[src/rtl/gpio_pkg.sv]
// Shared types and defaults for the GPIO input conditioner.
// Widths here size the per-bit debounce counter and the input bus.
package gpio_pkg;

    typedef enum logic [1:0] {
        EDGE_RISE = 2'd0,
        EDGE_FALL = 2'd1,
        EDGE_BOTH = 2'd2
    } edge_mode_t;

    localparam int GPIO_W         = 32;
    localparam int DIV_DEFAULT    = 50000;
    localparam int STABLE_DEFAULT = 4;
    // STABLE tops out at 15, so the run counter never exceeds 14.
    localparam int CNT_W          = 4;

    function automatic logic edge_match(input edge_mode_t mode,
                                        input logic rise,
                                        input logic fall);
        logic hit;
        hit = 1'b0;
        case (mode)
            EDGE_RISE: hit = rise;
            EDGE_FALL: hit = fall;
            EDGE_BOTH: hit = rise | fall;
            default:   hit = 1'b0;
        endcase
        return hit;
    endfunction

endpackage

[src/rtl/debounce_bit.sv]
// One-bit debouncer: accepts a new level after STABLE consecutive differing ticks,
// flagging selected edges in a sticky pending bit (set beats clear); no backpressure.
module debounce_bit
    import gpio_pkg::*;
#(
    parameter int         STABLE    = STABLE_DEFAULT,
    parameter edge_mode_t EDGE_MODE = EDGE_RISE
) (
    input  logic clk,
    input  logic rst_n,
    input  logic tick_i,
    input  logic sync_i,
    input  logic clr_i,
    output logic level_o,
    output logic pend_o
);

    localparam logic [CNT_W-1:0] CNT_LAST = CNT_W'(STABLE - 1);

    logic [CNT_W-1:0] cnt_q, cnt_d;
    logic             level_q, level_d;
    logic             pend_q, pend_d;
    logic             rise, fall, set;

    always_comb begin
        cnt_d   = cnt_q;
        level_d = level_q;
        rise    = 1'b0;
        fall    = 1'b0;
        if (tick_i) begin
            if (sync_i == level_q) begin
                cnt_d = '0;
            end else if (cnt_q == CNT_LAST) begin
                level_d = sync_i;
                cnt_d   = '0;
                rise    = sync_i;
                fall    = ~sync_i;
            end else begin
                cnt_d = cnt_q + 1'b1;
            end
        end
        set    = edge_match(EDGE_MODE, rise, fall);
        pend_d = set | (pend_q & ~clr_i);
    end

    always_ff @(posedge clk) begin
        if (!rst_n) begin
            cnt_q   <= '0;
            level_q <= 1'b0;
            pend_q  <= 1'b0;
        end else begin
            cnt_q   <= cnt_d;
            level_q <= level_d;
            pend_q  <= pend_d;
        end
    end

    assign level_o = level_q;
    assign pend_o  = pend_q;

endmodule

[src/rtl/gpio_in_conditioner.sv]
// Synchronises, debounces and edge-flags 32 GPIO inputs; level latency 2 + STABLE*DIV clk
// worst case, irq is combinational from pending; no backpressure (clears are single-cycle strobes).
module gpio_in_conditioner
    import gpio_pkg::*;
#(
    parameter int         DIV       = DIV_DEFAULT,
    parameter int         STABLE    = STABLE_DEFAULT,
    parameter edge_mode_t EDGE_MODE = EDGE_RISE
) (
    input  logic              clk,
    input  logic              rst_n,
    input  logic [GPIO_W-1:0] raw_in,
    input  logic              clr_valid,
    input  logic [GPIO_W-1:0] clr_mask,
    output logic [GPIO_W-1:0] gpio_in,
    output logic [GPIO_W-1:0] pending,
    output logic              irq
);

    localparam int            PW         = $clog2(DIV);
    localparam logic [PW-1:0] PRESC_LAST = PW'(DIV - 1);

    logic [GPIO_W-1:0] sync1_q, sync2_q;
    logic [PW-1:0]     presc_q, presc_d;
    logic              tick;

    always_comb begin
        tick    = (presc_q == PRESC_LAST);
        presc_d = tick ? '0 : presc_q + 1'b1;
    end

    always_ff @(posedge clk) begin
        if (!rst_n) begin
            sync1_q <= '0;
            sync2_q <= '0;
            presc_q <= '0;
        end else begin
            sync1_q <= raw_in;
            sync2_q <= sync1_q;
            presc_q <= presc_d;
        end
    end

    for (genvar g = 0; g < GPIO_W; g++) begin : g_bit
        debounce_bit #(
            .STABLE    (STABLE),
            .EDGE_MODE (EDGE_MODE)
        ) u_bit (
            .clk     (clk),
            .rst_n   (rst_n),
            .tick_i  (tick),
            .sync_i  (sync2_q[g]),
            .clr_i   (clr_valid & clr_mask[g]),
            .level_o (gpio_in[g]),
            .pend_o  (pending[g])
        );
    end

    assign irq = |pending;

endmodule

[config.mk]
export PLATFORM = sky130hd
export DESIGN_NAME = gpio_in_conditioner
export DESIGN_NICKNAME = d
export VERILOG_FILES = /design/src/rtl/gpio_pkg.sv /design/src/rtl/debounce_bit.sv /design/src/rtl/gpio_in_conditioner.sv
export SDC_FILE = /design/constraint.sdc
export NUM_CORES = 1
export LEC_CHECK = 0
export ABC_AREA = 0
export CORE_MARGIN = 5
export CORE_UTILIZATION = 49
export CTS_CLUSTER_DIAMETER = 30
export CTS_CLUSTER_SIZE = 40
export DETAILED_ROUTE_END_ITERATION = 8
export PLACE_DENSITY = 0.8
export SLEW_MARGIN = 15
export SYNTH_ARGS = -nofsm -noshare
export SYNTH_HDL_FRONTEND = slang
export SYNTH_HIERARCHICAL = 1
export SYNTH_SLANG_ARGS = --single-unit
[constraint.sdc]
create_clock -name clk -period 3.15 [get_ports clk]
set_input_delay 0.63 -clock clk [delete_from_list [all_inputs] [get_ports clk]]
set_output_delay 0.63 -clock clk [all_outputs]
set_load 0.01 [all_outputs]
[Yosys cells after proc, flatten, opt, wreduce, memory -nomap -nowiden]
Cells that the tools add are included.
Storage, ports and cells
  output and inout bits: 65
  register bits after elaboration: 272
  logic and storage cells: 552
Cells by class
  equality and inequality tests: 65
  bitwise operators: 161
  add/subtract/negate cells: 33
  muxes and demuxes: 160
  reduce and logical (&&, ||, !) cells: 34
Operators by type and width (number)
  4-bit 2-to-1 mux: 64
  4-bit by 1-bit adder with 4-bit output (second input constant): 32
  4-bit by 2-bit equality test with 1-bit output (second input constant): 32
  1-bit 2-to-1 mux: 96
  3-bit AND reduction: 32
  1-bit inverter: 65
  1-bit bitwise AND: 64
  1-bit equality test: 32
  1-bit OR: 32
  32-bit OR reduction: 1
  16-bit by 1-bit adder with 16-bit output (second input constant): 1
  16-bit equality test (second input constant): 1
  2-bit OR reduction: 1

[Logic depth before layout (Yosys ltp)]
Gate-level depths: netlist (run 1).
  depth after elaboration: 5
  gate-level depth with buffers: 7

[By module]
The synthesis (run 1) kept the hierarchy.
Modules (own cells, without submodules)
  debounce_bit: area an instance 325.3 um^2, sequential area each 120.1 um^2, instances 32, cells each 33
  gpio_in_conditioner: area an instance 2768.9 um^2, sequential area each 1601.5 um^2, instances 1, cells each 260

[Worst setup path after synthesis (run 1)]
OpenSTA, ideal clock, no wires.
  path type: register to register
  start: register presc_q[0]
  end: register g_bit[0].u_bit.cnt_q[3]
  clock period less this slack: 2.128 ns
  arrival time: 2.001 ns
  setup slack: 1.022 ns
  cell stages (with the launch flop): 8
  path buffers: 1
  library setup time: 0.127 ns
  cell sequence: dfxtp_1 > ha_1 > and3_1 > nand4_1 > inv_1 > clkbuf_2 > a21boi_1 > o32ai_2
Between the ends
  word-level cells in the longest chain between the ends: 1
RTL lines
  start: declaration: RTL line gpio_in_conditioner.sv:24  | logic [PW-1:0] presc_q, presc_d;
  start signal: assignment: RTL line gpio_in_conditioner.sv:40  | presc_q <= presc_d;
  16-bit equality test: RTL line gpio_in_conditioner.sv:28  | tick = (presc_q == PRESC_LAST);
  named net tick: RTL line gpio_in_conditioner.sv:25  | logic tick;
  end signal: assignment: RTL line debounce_bit.sv:52  | cnt_q <= cnt_d;
  end: declaration: RTL line debounce_bit.sv:20  | logic [CNT_W-1:0] cnt_q, cnt_d;
The timed path passes the listed nets, and every way through them passes these cells.
A chain may end at the register's enable or synchronous reset.

[Worst setup path in the final report (run 1)]
  start: register g_bit[6].u_bit.pend_q
  end: output irq
Between the ends
  word-level cells in the longest chain between the ends: 1
RTL lines
  start: declaration: RTL line debounce_bit.sv:22  | logic pend_q, pend_d;
  start signal: assignment: RTL line debounce_bit.sv:54  | pend_q <= pend_d;
  32-bit OR reduction: RTL line gpio_in_conditioner.sv:59  | assign irq = |pending;
  end: declaration: RTL line gpio_in_conditioner.sv:17  | output logic irq
No other way between the ends.

==> results of run 1 <==
==> final cells by class <==
class	instances	share of cell area, %
timing repair buffer	152	9.12
tap	341	2.51
inverter	36	0.840
clock inverter	47	2.90
multi-input combinational	965	43.6
sequential	272	32.1
clock buffer	62	8.94
==> per-layer routing <==
metal | share of wire (%) | global-route usage, % | wire length (µm)
met5 | 0 | 0 | 0
met4 | 1.7 | 5.15 | 477
met3 | 5.4 | 4.35 | 1510
met2 | 47 | 31.1 | 13100
met1 | 46 | 22.5 | 12700
==> cells in the final DEF (no fill, tap or decap), drive strengths merged, types with 11 or more instances in the layout <==
master / count
dfxtp: 272
a21boi: 160
clkdlybuf4s50: 130
nand2: 99
and2: 97
nand2b: 96
nand3: 70
o21a: 64
clkbuf: 63
inv: 53
nand4: 38
xor2: 35
and3: 34
ha: 33
nor3b: 32
and4bb: 32
nor2b: 32
or3: 32
o22ai: 32
o32ai: 32
buf: 21
nor2: 16
clkinv: 15
nor4: 13
xnor2: 11
==> final timing paths <==
check | from | end | slack, ns | cells after the start
max | g_bit[6].u_bit/pend_o | irq | 0.12 | 4
min | sync1_q[13] | sync2_q[13] | 0.43 | 1
max reg2reg | presc_q[0] | g_bit[6].u_bit/cnt_q[3] | 0.66 | 7
min reg2reg | sync1_q[13] | sync2_q[13] | 0.43 | 1
==> what timing repair did <==
action,CTS,global route
setup endpoints to repair,1,1
hold endpoints to repair,0,0
resized for setup,1,1
==> per-stage QoR <==
stage | setup slack [ns] | cells
after floorplan | 1.02 | 1316
after global placement | 0.601 | 1766
after detailed placement | 0.582 | 1766
after CTS | 0.0481 | 1875
after global routing | 0.0706 | 1875
final | 0.125 | 1875
==> critical path, cell delays in order, from the launching register on <==
cell and delay, ns:
dfxtp_1 0.32, nor4_1 0.61, nand4_1 0.18, or2_1 0.25
clkdlybuf4s50_1 0.48
==> Yosys cell counts <==
master and count:
a21boi_1 96, dfxtp_1 272, nand2_1 66, o32ai_2 32, buf_6 1, nor4bb_1 1, o21a_1 64, nor3b_2 32
nor4_2 4, inv_1 36, and4b_1 1, and3_1 34, or2_1 1, nand3_4 1, nand4_1 36, and4bb_1 32
nor2_2 3, ha_1 33, o22ai_1 32, nor2_1 13, nand4_4 2, nor4_1 9, nand3_2 1, or3_1 32
a21boi_0 64, and2_1 97, nand3_1 68, clkbuf_2 32, nor3_1 4, xor2_1 3, clkbuf_1 10, nand2b_1 96
nor2b_1 32, xor2_2 32, xnor2_1 11, nand2_2 33
==> cells by family (layout without fill, tap and decap cells) <==
group | Yosys count | after routing | share of synthesized area (%)
AO/OA/AOI/OAI | 288 | 288 | 18.2
XOR/XNOR | 46 | 46 | 4.88
adder cells (fa/ha/maj) | 33 | 33 | 3.13
buffers and inverters | 79 | 297 | 2.61
flip-flops | 272 | 272 | 41.3
AND/OR/NAND/NOR | 598 | 598 | 29.8
==> power by group <==
part / internal (W) / switching [W]
clock network: 0.00397 / 0.00209
logic: 0.000150 / 0.000127
registers: 0.00349 / 0.0000284
==> sequential cells by signal, indices dropped and copies added, names as in the netlist <==
name                 flops
g_bit.u_bit/cnt_q      128
g_bit.u_bit/level_o     32
g_bit.u_bit/pend_o      32
sync1_q                 32
sync2_q                 32
presc_q                 16
==> results.json, run 1 <==
{
  "status": "finished, final reports clean",
  "cts_made_buffers": 58,
  "finalWeightedCongestion": 0.777,
  "cts_sinks": 272,
  "finalWirelength_um": 27800,
  "vias_per_cell": 5.42,
  "syn2layout_area_growth_pct": 28.8,
  "clockBufferDepth": 3,
  "synth.largest_area_cell": "dfxtp_1",
  "fin_area_mm2": 0.0170,
  "worst_slew_pin_slew_ns": 0.661,
  "nFillCells": 2066,
  "ys_top_cells_by_area": "dfxtp_1 (41%), a21boi_1 (5.5%), and2_1 (4.6%), nand2b_1 (4.6%), o32ai_2 (3.9%)",
  "syn_nets": 1416,
  "dp_hpwl_um": 18400,
  "synth_cell_type_count": 36,
  "p_per_area_mw_per_mm2": 580,
  "hold_ws_ns": 0.429,
  "post-route-drc-count": 0,
  "clockRootBuffer": "clkbuf_16",
  "antenna_cells": 0,
  "setup.worst_path.start_class": "register",
  "fin_skew_ns": 0.0220,
  "grt_max_degree": 83,
  "ant_nets": 0,
  "drive_gt1_share_pct": 17.9,
  "yosysWarnings": 6,
  "clock_latency_ns": 0.56,
  "slew-limit-headroom_pct": 55.5,
  "cp.required_ns": 2.52,
  "dieArea_mm2": 0.0303,
  "htree_num_levels": 2,
  "yosysSeqAreaShare_pct": 41.3,
  "worstPathArrival_ns": 2.40,
  "first_iter_violations": 486,
  "slew_violations": 0,
  "post-cts-setup-buffer-count": 0,
  "netlist_area_mm2": 0.0132,
  "power.leakage_nw": 6.55,
  "hp-class": "register to register",
  "routedWlPerCell_um": 14.8,
  "synth_seq_cells": 272,
  "crit_type": "register to output port",
  "cts_tree": "built",
  "grt.overflow.total": 0,
  "min_period_ns": 3.03,
  "synthCells": 1316,
  "finalCritPeriodShare_pct": 96.0,
  "vias": 10200,
  "grtUsageTotal_pct": 18.0,
  "first_pass_iters": 4,
  "worstSetupEndpointType": "output port",
  "postPlaceCellArea_mm2": 0.0150,
  "synth_top_area_share_pct": 41.3,
  "clk_pin_slew_worst_paths_ns": 0.05,
  "vdd_drop_max_uv": 399,
  "grt_pass1_wl_um": 47700,
  "regArea_mm2": 0.00545,
  "multi_input_area_mm2": 0.00740,
  "fin_nets": 1585,
  "std_cell_rows": 60,
  "io_buffer_count": 131,
  "p_total_w": 0.00985,
  "grt_setup_unrepaired": "no",
  "start_util_pct": 49.3,
  "ctsHoldBuffers": 0,
  "finalSetupTns_ns": 0,
  "finalSetupViolCount": 0,
  "core_region_area_mm2": 0.0267,
  "max_cap_viol_count": 0,
  "cp_max_fo": 3,
  "grt_pass1_vias": 10300,
  "syn_area_per_cell_um2": 10.0,
  "die_x_um": 174,
  "fmax_mhz": 331,
  "antenna_found_initial": 1,
  "dieHeight_um": 174,
  "top_level_ports": 132,
  "utilization_pct": 63.5,
  "finalHoldViolations": 0
}
Note: power is estimated with default switching activity, not from simulation.
==> run 2, diff against run 1 <==
clock period = 3.7 ns   (was 3.15 ns; I/O delays follow)
==> run 2 against run 1 <==
Against the previous run:
- routed wire length shrank 1.5%
- via count shrank 1.9%
- clock power shrank 14%
- register-to-register slack gained 0.30 ns
- clock skew shrank 0.0061 ns
- count of clock-buffer cells in the layout grew 11
- global-route usage shrank 0.27 points
- design area shrank 0.37%
- first-iteration DRC count shrank 8.8%
- final cell count shrank 0.37%
- die area is the same
- critical path type unchanged
- largest cell class unchanged
- largest power group unchanged
==> results.json, run 2 (synthesis gave the netlist of run 1 again) <==
{
  "status": "finished, final reports clean",
  "finalWirelength_um": 27400,
  "path_cells": "nor4_1 > nand4_1 > or2_1 > clkdlybuf4s50_1",
  "power.leakage_nw": 6.52,
  "crit_path_end": "irq",
  "cts_sinks": 272,
  "top_level_ports": 132,
  "rr_worst_depth": 7,
  "dieHeight_um": 174,
  "slew_violations": 0,
  "grt_setup_unrepaired": "no",
  "fin_ws_ns": 0.173,
  "p_switching_w": 0.00177,
  "slowest_stage": "nor4_1",
  "p_comb_share_pct": 2.7,
  "grt.overflow.total": 0,
  "core_region_area_mm2": 0.0267,
  "finalCritPeriodShare_pct": 95.3,
  "antenna_cells": 0,
  "clock_latency_ns": 0.55,
  "worst_slew_pin_slew_ns": 0.769,
  "worstReg2RegStart": "presc_q[0]",
  "clk_pin_slew_worst_paths_ns": 0.04,
  "cts_made_buffers": 58,
  "cts_tree": "built",
  "crit_type": "register to output port",
  "antenna_found_initial": 0,
  "post-cts-setup-buffer-count": 0,
  "dpl_worst_slack_ns": 0.664,
  "grt_pass1_vias": 10100,
  "clockBufferDepth": 3,
  "cts_resized": 0,
  "drive_gt1_share_pct": 16.9,
  "first_pass_iters": 4,
  "cp.required_ns": 2.96,
  "syn2layout_area_growth_pct": 28.3,
  "grtUsageTotal_pct": 17.8,
  "seqPwrFrac_pct": 35.5,
  "routedWlPerCell_um": 14.6,
  "fin_skew_ns": 0.0159,
  "postPlaceCellArea_mm2": 0.0149,
  "dieArea_mm2": 0.0303,
  "p_per_area_mw_per_mm2": 500,
  "finalHoldViolations": 0,
  "cp_max_fo": 3,
  "final_common_cell": "dfxtp_1",
  "vias": 9978,
  "die_x_um": 174,
  "io_buffer_count": 131,
  "clockRootBuffer": "clkbuf_16",
  "vias_per_cell": 5.34,
  "fin_area_mm2": 0.0169,
  "finalSetupViolCount": 0,
  "std_cell_rows": 60,
  "p_int_w": 0.00668,
  "swShare_pct": 21.0,
  "grt_pass1_wl_um": 46800,
  "ant_nets": 0,
  "vdd_drop_max_uv": 360,
  "utilization_pct": 63.3,
  "fmax_mhz": 283,
  "max_cap_viol_count": 0,
  "layout_common_cells": "dfxtp_1 (272), clkdlybuf4s50_1 (130), and2_1 (97)",
  "worstPathArrival_ns": 2.79,
  "start_util_pct": 49.3,
  "largest_reg_flops": 128,
  "htree_num_levels": 2,
  "ctsHoldBuffers": 0,
  "finalSetupTns_ns": 0,
  "dp_hpwl_um": 17700,
  "r2r_slack_ns": 0.96,
  "first_iter_violations": 443,
  "finalWeightedCongestion": 0.786,
  "clockPowerShare_pct": 61.8,
  "startpoint": "g_bit[16].u_bit/pend_o",
  "worstSetupEndpointType": "output port",
  "grt_max_degree": 113,
  "p_total_w": 0.00845,
  "registers.top_by_ff_count": "g_bit.u_bit/cnt_q",
  "min_period_ns": 3.53,
  "slew-limit-headroom_pct": 48.2,
  "r2r_end": "g_bit[27].u_bit/cnt_q[2]",
  "fin_nets": 1581,
  "setup.worst_path.start_class": "register",
  "post-route-drc-count": 0,
  "hp-class": "register to register",
  "slowest_delay_ns": 0.65
}
## run 2: metal layers
layer | global-route usage (%) | share of wire [%]
met5 | 0 | 0
met4 | 5.87 | 2.2
met3 | 4.76 | 5.7
met2 | 29.6 | 46
met1 | 22.5 | 46
## run 2: power groups by stage
stage / Sequential [W] / Combinational [W] / Clock, W
floorplan: 0.00305 / 0.0000973 / 0
global placement: 0.00305 / 0.000231 / 0
detailed placement: 0.00305 / 0.000232 / 0
CTS: 0.00300 / 0.000235 / 0.00533
global route: 0.00300 / 0.000254 / 0.00551
finish: 0.00300 / 0.000232 / 0.00522
## run 2: worst min-delay path by stage
stage	depth (start not counted)	from	slack (ns)	endpoint
floorplan	1	sync1_q[0]	0.41	sync2_q[0]
global placement	1	sync1_q[23]	0.41	sync2_q[23]
detailed placement	1	sync1_q[25]	0.42	sync2_q[25]
CTS	1	sync1_q[25]	0.43	sync2_q[25]
global route	1	sync1_q[14]	0.44	sync2_q[14]
finish	1	sync1_q[25]	0.43	sync2_q[25]
## run 2: final cells by class
class / instances / area, µm²
Inverter: 36 / 143
Sequential cell: 272 / 5450
Tap cell: 341 / 427
Timing Repair Buffer: 148 / 1480
Multi-Input combinational cell: 965 / 7390
Fill cell: 2119 / 9810
Clock buffer: 73 / 1620
Clock inverter: 33 / 405
## run 2: stage by stage
step	std cells	hold slack [ns]
3_3_place_gp	1762	0.413
2_1_floorplan	1316	0.412
3_5_place_dp	1762	0.418
4_1_cts	1868	0.429
5_1_grt	1868	0.444
6_report	1868	0.428
## run 2: worst max-delay path: cells and delay by family (launching register included)
kind          cells  cell delay (ns)
simple gates      3             1.45
buf+inv           1             0.48
flops             1             0.31
==> run 3, diff against run 2 <==
CELL_PAD_IN_SITES_DETAIL_PLACEMENT = 0   (was default)
CELL_PAD_IN_SITES_GLOBAL_PLACEMENT = 2   (was default)
CORE_UTILIZATION = 40   (was 49)
PLACE_DENSITY = 0.95   (was 0.8)
==> run 3 against run 2 <==
Against the previous run:
- design area is 3.1% higher
- critical path depth stayed put
- non-clock buffer count down 1
- combinational power about the same
- final cell count is 6.6% higher
- register-to-register slack better by 0.18 ns
- via count is essentially flat
- core utilization decreased by 9.7 points
- flip-flop and latch count unchanged
- critical path type unchanged
- critical endpoint unchanged
==> results.json, run 3 (synthesis gave the netlist of run 1 again) <==
{
  "std_cell_rows": 66,
  "startpoint": "g_bit[24].u_bit/pend_o",
  "slowest_delay_ns": 0.55,
  "status": "finished, final reports clean",
  "worstReg2RegStart": "presc_q[0]",
  "postPlaceCellArea_mm2": 0.0150,
  "fmax_mhz": 307,
  "ant_nets": 0,
  "antenna_cells": 0,
  "vias_per_cell": 5.01,
  "ctsHoldBuffers": 0,
  "hp-class": "register to register",
  "registers.top_by_ff_count": "g_bit.u_bit/cnt_q",
  "clock_latency_ns": 0.55,
  "cts_tree": "built",
  "post-cts-setup-buffer-count": 0,
  "min_period_ns": 3.25,
  "first_pass_iters": 4,
  "antenna_found_initial": 1,
  "clk_pin_slew_worst_paths_ns": 0.04,
  "io_buffer_count": 131,
  "top_level_ports": 132,
  "clockRootBuffer": "clkbuf_16",
  "max_cap_viol_count": 0,
  "path_cells": "nor4_1 > nand4_1 > or2_1 > clkdlybuf4s50_1",
  "slew_violations": 0,
  "p_per_area_mw_per_mm2": 536,
  "cp_max_fo": 3,
  "final_common_cell": "dfxtp_1",
  "fin_area_mm2": 0.0174,
  "p_switching_w": 0.00196,
  "crit_path_end": "irq",
  "layout_common_cells": "dfxtp_1 (272), clkdlybuf4s50_1 (130), and2_1 (97)",
  "hold_start": "sync1_q[7]",
  "fin_skew_ns": 0.0157,
  "worstSetupEndpointType": "output port",
  "r2r_end": "g_bit[7].u_bit/pend_o",
  "grt.overflow.total": 0,
  "cts_made_buffers": 72,
  "largest_reg_flops": 128,
  "core_region_area_mm2": 0.0325,
  "crit_type": "register to output port",
  "slowest_stage": "nor4_1",
  "dp_hpwl_um": 18000,
  "finalSetupViolCount": 0,
  "die_x_um": 192,
  "finalWirelength_um": 27500,
  "rr_worst_depth": 7,
  "grt_setup_unrepaired": "no",
  "routedWlPerCell_um": 13.8,
  "fin_nets": 1594,
  "finalWeightedCongestion": 0.741,
  "clockPowerShare_pct": 65.3,
  "clockBufferDepth": 3,
  "grt_max_degree": 101,
  "worstPathArrival_ns": 2.51,
  "cts_resized": 0,
  "finalCritPeriodShare_pct": 87.9,
  "first_iter_violations": 465,
  "seqPwrFrac_pct": 32.2,
  "swShare_pct": 20.9,
  "setup.worst_path.start_class": "register",
  "htree_num_levels": 3,
  "finalSetupTns_ns": 0,
  "cts_sinks": 272,
  "syn2layout_area_growth_pct": 32.2,
  "p_comb_share_pct": 2.5,
  "dieHeight_um": 192,
  "vdd_drop_max_uv": 298,
  "grt_pass1_wl_um": 47900,
  "p_int_w": 0.00738,
  "post-route-drc-count": 0,
  "finalHoldViolations": 0,
  "power.leakage_nw": 6.73,
  "slew-limit-headroom_pct": 61.0,
  "start_util_pct": 40.5,
  "dieArea_mm2": 0.0367,
  "drive_gt1_share_pct": 17.7,
  "grtUsageTotal_pct": 15.4,
  "cp.required_ns": 2.96,
  "grt_pass1_vias": 10100,
  "r2r_slack_ns": 1.14,
  "worst_slew_pin_slew_ns": 0.579,
  "vias": 9974
}
[run 3: through the flow]
stage / hold WS [ns] / instances / power, W / setup WS [ns] / util (%)
finish: 0.426 / 1991 / 0.00934 / 0.446 / 53.6
detailed placement: 0.419 / 1862 / 0.00329 / 0.915 / 46.2
CTS: 0.430 / 1991 / 0.00950 / 0.322 / 53.6
global route: 0.445 / 1991 / 0.00971 / 0.302 / 53.6
floorplan: 0.412 / 1316 / 0.00314 / 1.57 / -
global placement: 0.416 / 1862 / 0.00329 / 0.923 / 46.2
[run 3: power groups by stage]
stage               clock network (W)  registers [W]  logic (W)
global placement                    0        0.00305   0.000236
detailed placement                  0        0.00305   0.000235
global route                  0.00645        0.00300   0.000257
floorplan                           0        0.00305  0.0000973
finish                        0.00610        0.00300   0.000233
CTS                           0.00626        0.00300   0.000237
[run 3: final cells by class]
| cell class | count | area (µm²) |
|---|---|---|
| Sequential cell | 272 | 5450 |
| Timing Repair Buffer | 147 | 1490 |
| Multi-Input combinational cell | 965 | 7390 |
| Tap cell | 442 | 553 |
| Clock inverter | 36 | 452 |
| Inverter | 36 | 143 |
| Fill cell | 2927 | 15100 |
| Clock buffer | 93 | 1960 |
[run 3: worst min path at each step]
stage	cells past startpoint	slack, ns	endpoint
6_report	1	0.43	sync2_q[7]
3_3_place_gp	1	0.42	sync2_q[18]
4_1_cts	1	0.43	sync2_q[31]
3_5_place_dp	1	0.42	sync2_q[4]
5_1_grt	1	0.45	sync2_q[9]
2_1_floorplan	1	0.41	sync2_q[0]
[run 3: worst max-delay path: cells and delay by family (launching register included)]
kind | cells | cell delay (ns)
flops | 1 | 0.32
buf+inv | 1 | 0.48
simple gates | 3 | 1.17
[run 3: layer usage]
metal	track usage (%)	vias up	wire, µm
met3	4.55	57	1720
met5	0	-	0
li1	-	5076	-
met4	5.55	0	707
met1	19.9	4646	12700
met2	24.5	195	12400
